**src/rtl/bit_collector_sequential.sv**
```systemverilog
// Serial-to-parallel assembler. Bits are tagged with an index and arrive LSB first.
// The block rebuilds the vector, counts ones, and flags completion or an out-of-order index.
`timescale 1ns/1ps

module bit_collector_sequential #(
    parameter int WIDTH = 10,
    parameter int IDX_W = 4
) (
    input  logic             clk,
    input  logic             rst,
    input  logic             start,
    input  logic             bit_valid,
    input  logic [IDX_W-1:0] bit_index,
    input  logic             bit_in,
    output logic             ready,
    output logic [IDX_W-1:0] expected_index,
    output logic [WIDTH-1:0] output_vector,
    output logic [IDX_W-1:0] ones_count,
    output logic             done,
    output logic             error
);

    // The index and count fields must be able to hold WIDTH.
    if ((2 ** IDX_W) <= WIDTH) begin : g_bad_params
        $error("bit_collector_sequential: IDX_W too small for WIDTH");
    end

    typedef enum logic [1:0] {
        IDLE,
        COLLECT,
        DONE,
        ERROR
    } state_t;

    localparam logic [IDX_W-1:0] LAST_INDEX = IDX_W'(WIDTH - 1);

    state_t state;

    logic             accept;
    logic             last_beat;
    logic [WIDTH-1:0] bit_mask;

    // The next three terms only prepare data. Every output below is still a flop.
    assign accept    = (state == COLLECT) && bit_valid && (bit_index == expected_index);
    assign last_beat = (expected_index == LAST_INDEX);
    assign bit_mask  = WIDTH'(bit_in) << expected_index;

    // NOTE: all state lives in one clocked block using non-blocking assignments only.
    // Every output is therefore registered, and no path runs from an input to an output.
    always_ff @(posedge clk) begin
        if (rst) begin
            state          <= IDLE;
            output_vector  <= '0;
            ones_count     <= '0;
            expected_index <= '0;
            done           <= 1'b0;
            error          <= 1'b0;
            ready          <= 1'b0;
        end else if (start) begin
            // Restart from any state. A beat presented in the same cycle is dropped.
            state          <= COLLECT;
            output_vector  <= '0;
            ones_count     <= '0;
            expected_index <= '0;
            done           <= 1'b0;
            error          <= 1'b0;
            ready          <= 1'b1;
        end else begin
            case (state)
                COLLECT: begin
                    if (accept) begin
                        // Unreceived bits are still zero, so an OR places the new bit.
                        output_vector <= output_vector | bit_mask;
                        ones_count    <= ones_count + IDX_W'(bit_in);
                        if (last_beat) begin
                            state <= DONE;
                            done  <= 1'b1;
                            ready <= 1'b0;
                        end else begin
                            expected_index <= expected_index + 1'b1;
                        end
                    end else if (bit_valid) begin
                        // Keep the partial vector, count and index frozen for debug.
                        state <= ERROR;
                        error <= 1'b1;
                        ready <= 1'b0;
                    end
                end
                default: ;  // IDLE, DONE and ERROR hold until the next start
            endcase
        end
    end

endmodule

```
**config.mk**
```make
export PLATFORM = sky130hd
export DESIGN_NAME = bit_collector_sequential
export DESIGN_NICKNAME = d
export VERILOG_FILES = /design/src/rtl/bit_collector_sequential.sv
export SDC_FILE = /design/constraint.sdc
export NUM_CORES = 1
export LEC_CHECK = 0
export CAP_MARGIN = 15
export CORE_UTILIZATION = 41
export CTS_CLUSTER_SIZE = 12
export DETAILED_ROUTE_END_ITERATION = 7
export PLACE_DENSITY_LB_ADDON = 0.3
export RECOVER_POWER = 100
export SLEW_MARGIN = 15
export SYNTH_ARGS = -nofsm -noshare
export SYNTH_HDL_FRONTEND = slang
export SYNTH_SLANG_ARGS = --single-unit
```
**constraint.sdc**
```tcl
create_clock -name clk -period 1.63 [get_ports clk]
set_clock_uncertainty 0.05 [all_clocks]
set_input_delay 0.2445 -clock clk [delete_from_list [all_inputs] [get_ports clk]]
set_output_delay 0.2445 -clock clk [all_outputs]
set_load 0.01 [all_outputs]
```
## After elaboration in Yosys (flattened, before gate mapping)

Index checks and enable logic that the tools add are counted.

| operators by class | value |
|---|---|
| $add $sub $neg | 2 |
| equality and inequality tests | 5 |
| shifts and indexed selects | 1 |
| muxes and demuxes | 10 |
| bitwise logic cells | 3 |
| reductions and logical operators | 12 |

Operators with widths:

| operator | number |
|---|---|
| 3-bit AND reduction | 5 |
| 10-bit bitwise OR | 1 |
| 1-bit by 4-bit left shift with 10-bit output | 1 |
| 1-bit two-way mux | 7 |
| 2-bit two-way mux | 3 |
| 4-bit by 1-bit adder with 4-bit output | 1 |
| 4-bit by 1-bit adder with 4-bit output (second input constant) | 1 |
| 4-bit equality test | 1 |
| 4-bit equality test (second input constant) | 1 |
| 2-bit nonzero test | 2 |
| 3-bit by 2-bit inequality test with 1-bit output (second input constant) | 1 |
| 3-bit nonzero test | 1 |
| 2-bit by 1-bit equality test with 1-bit output (second input constant) | 1 |
| 1-bit logical AND | 2 |
| 2-bit by 1-bit inequality test with 1-bit output (second input constant) | 1 |
| 1-bit inverter | 2 |
| 2-bit AND reduction | 1 |
| 2-bit OR reduction | 1 |

| word-level totals | value |
|---|---|
| register bits after elaboration | 23 |
| output and inout bits | 21 |
| word-level logic and storage cells | 41 |

## Logic depth before layout (Yosys ltp)

| depth | value |
|---|---|
| depth after elaboration | 6 |
| gate-level depth with buffers | 6 |

## Least setup slack after synthesis

No wires, ideal clock.

| timing | value |
|---|---|
| kind | flip-flop to flip-flop |
| start | register expected_index[0] |
| end | register output_vector[5] |
| library setup time | 0.070 ns |
| data arrival time | 1.523 ns |
| data required time | 1.510 ns |
| path slack | -0.012 ns |
| cell stages (with the launch flop) | 5 |
| buffers on the path | 0 |
| path through | dfxtp_1 -> xnor2_1 -> nand4_2 -> or4_4 -> o21ai_1 |

| on the way | value |
|---|---|
| longest elaborated chain between the ends | 3 |

RTL lines:

| what | line | source |
|---|---|---|
| from (decl) | 16 | `output logic [IDX_W-1:0] expected_index,` |
| from (signal assigned) | 80 | `expected_index <= expected_index + 1'b1;` |
| 4-bit equality test | 44 | `assign accept = (state == COLLECT) && bit_valid && (bit_index == expected_index);` |
| 1-bit logical AND | 44 |  |
| 2-bit AND reduction (no line) | n/a |  |
| to (signal assigned) | 73 | `output_vector <= output_vector \| bit_mask;` |
| to (decl) | 17 | `output logic [WIDTH-1:0] output_vector,` |

Parallel ways exist; a longest one is shown, timed or not.
A chain may end at the register's enable or synchronous reset.

## Worst setup path in the final report

| timing | value |
|---|---|
| start | register output_vector[8] |
| end | output port output_vector[8] |

No word-level cell between the ends.

==> flow_metrics.py <==
metrics = {
    "synth": {
        "ys_seq_elements": 23,
        "yosysUniqueCellTypes": 30,
        "syn_area_per_cell_sq_um": 8.82,
        "ys.flop_type": "dfxtp_1",
        "yosysSeqAreaShare": 0.454,
        "synth_fp_nets": 128,
        "netlist_instances": 115,
        "syn_area_sq_um": 1010,
        "synth-edff-count": 0,
        "async_flop_share": 0,
        "ys_warn_count": 0,
    },
    "drt": {
        "viasPerCell": 5.41,
        "first_pass_iters": 4,
        "wl_met3_um": 105,
        "drt-wirelength-per-cell_um": 12.8,
        "post-route-drc-count": 0,
        "met1_length_um": 985,
        "wl_met2_mm": 1.24,
        "top_layer": "met4",
        "num_vias": 1006,
        "drt_wl_total_mm": 2.38,
        "drt_first_iter_violations": 12,
        "ant_nets": 0,
    },
    "critical_path": {
        "critPathTopFamily": "buffers and inverters",
        "cp_slowest_cell": "dlygate4sd3_1",
        "critical_path_buf_inv_count": 1,
        "startpoint_type": "flop",
        "crit_type": "reg2out",
        "crit_path_end_kind": "output port",
        "cp_cell_sequence": "dlygate4sd3_1",
        "cp.arrival_ns": 1.27,
        "cp_max_fo": 2,
        "cp.required_ns": 1.34,
        "slowest_delay_ns": 0.60,
    },
    "clock_tree": {
        "numCtsBuffers": 3,
        "clk_latency_ns": 0.32,
        "cts-root-buf": "clkbuf_4",
        "post-cts-setup-buffers": 0,
        "clock_path_buffers": 2,
        "clkSinkCount": 23,
        "h-tree-depth": 1,
        "cts_hold_buffers": 0,
        "cts_tree": "built",
        "cts.clk_slew.worst_paths_ns": 0.12,
    },
    "layout": {
        "area_growth_pct": 45.3,
        "fill_cells": 197,
        "nNetsFinal": 172,
        "antenna_cells": 0,
        "layout-drive-gt1-share": 0.171,
    },
    "place": {
        "place_ws_ns": -0.289,
        "routabilityCongestion": 0.775,
        "io_buffers": 29,
        "hpwl_mm": 1.90,
    },
    "floorplan": {
        "dieWidth_um": 51.8,
        "pin_count": 30,
        "rows": 17,
        "coreArea_sq_um": 2280,
        "die-area_sq_um": 2680,
        "start_util": 0.446,
        "chipHeight_um": 51.8,
    },
    "global_route": {
        "grt.overflow.total": 0,
        "grt_pass1_wl_mm": 4.25,
        "grtUsageTotal": 0.213,
        "grt_max_degree": 16,
        "antenna_found_initial": 0,
        "grt_pass1_vias": 1014,
    },
    "pwr": {
        "ir_drop_mv": 0.652,
        "p_per_area_nw_per_um2": 635,
        "leakagePower_nw": 0.558,
    },
    "timing": {
        "period_needed_ns": 1.57,
        "fmax_mhz": 638,
        "finalWorstSetupSlack_ns": 0.0635,
        "tns_ns": 0,
        "setup_viol": 0,
        "period_share": 0.961,
        "max_slew_margin": 0.818,
        "worstMarginPinSlew_ns": 0.270,
        "slew_violations": 0,
        "finalHoldViolCount": 0,
        "rsz0062_at_grt": "no",
    },
    "run_status": {
        "status": "completed",
    },
    "min_path": {
        "min_path_type": "reg2reg",
    },
    "run": {
        "cap_violations": 0,
    },
}
==> layout by cell type, fill, tap and decap left out, types with 2 or more instances in the layout <==
cell type / instances
xnor2_2: 3
nand4_1: 2
clkdlybuf4s50_1: 24
buf_4: 14
inv_1: 3
clkbuf_4: 4
a21oi_1: 9
nor2_1: 3
o21ai_1: 4
or3_1: 4
o21ai_0: 11
dlygate4sd2_1: 3
nand3_1: 7
dfxtp_2: 3
ha_1: 4
dlygate4sd3_1: 2
o41ai_1: 4
clkbuf_1: 2
nand3b_1: 4
dfxtp_1: 20
nand2_1: 14
==> sequential cells by signal, summed over array words and instances, names as in the netlist <==
name and count:
state 2, ready 1, error 1, output_vector 10, expected_index 4, done 1
ones_count 4
==> per-layer routing <==
| metal | global-route usage | up-vias |
|---|---|---|
| met2 | 0.407 | 26 |
| met1 | 0.220 | 469 |
| li1 | - | 507 |
| met4 | 0.0766 | 0 |
| met3 | 0.0556 | 4 |
| met5 | 0 | - |
==> power breakdown <==
part / total [mW] / leakage, nW / internal, mW / switching, mW
clock: 0.266 / 0.0150 / 0.0959 / 0.170
combinational: 0.0993 / 0.355 / 0.0528 / 0.0465
sequential: 0.571 / 0.187 / 0.567 / 0.00343
total: 0.936 / 0.558 / 0.716 / 0.220
==> cell usage after synthesis, types with 2 or more instances <==
library cell   n  share of area
o21ai_0        3          0.015
dfxtp_1       23           0.45
o21ai_1       12          0.059
o41ai_1        4          0.035
nand3_1        7          0.035
ha_1           4          0.049
nor2_1         3          0.011
clkbuf_1       5          0.018
nand4_1        2          0.012
a21oi_1        9          0.044
nand3b_1       4          0.030
or3_1          4          0.025
inv_1          3          0.011
nand2_1       14          0.052
xnor2_1        3          0.026
==> logic make-up after synthesis <==
group           after synthesis  synth area share
xor+xnor                      4            0.0419
flops                        23             0.454
simple gates                 41             0.223
buf+inv                       9            0.0345
compound gates               34             0.197
fa+ha+maj                     4            0.0493
==> final cells by class <==
type                    count  area, sq um  area share
inverters                   3         11.3     0.00764
multi-input cells          83          534       0.362
well taps                  28         35.0      0.0238
flip-flops and latches     23          464       0.315
repair buffers             45          403       0.273
clock buffers               4         26.3      0.0178
==> stage by stage <==
step	instances	hold WS, ns	utilization	cell area, sq um	total power [mW]
2_1_floorplan	115	0.264	-	1020	0.623
3_3_place_gp	182	0.384	0.632	1440	0.679
3_5_place_dp	182	0.388	0.632	1440	0.682
4_1_cts	186	0.407	0.643	1460	0.949
5_1_grt	186	0.431	0.648	1470	0.980
6_report	186	0.416	0.648	1470	0.936
==> what timing repair did <==
action | 4_1_cts | 5_1_grt
pin swaps | 0 | 0
endpoints found under the setup margin | 3 | 6
gates cloned | 0 | 0
gates resized for setup | 5 | 4
endpoints found under the hold margin | 0 | 0
==> worst paths after layout <==
| kind | startpoint | to | slack [ns] | depth (start not counted) |
|---|---|---|---|---|
| max | output_vector[8]$_SDFFE_PP0P_ | output_vector[8] | 0.06 | 1 |
| min | output_vector[0]$_SDFFE_PP0P_ | output_vector[0]$_SDFFE_PP0P_ | 0.42 | 2 |
| max reg2reg | expected_index[2]$_SDFFE_PP0P_ | output_vector[4]$_SDFFE_PP0P_ | 0.10 | 4 |
| min reg2reg | output_vector[0]$_SDFFE_PP0P_ | output_vector[0]$_SDFFE_PP0P_ | 0.42 | 2 |
(Power assumes the default switching activity.)
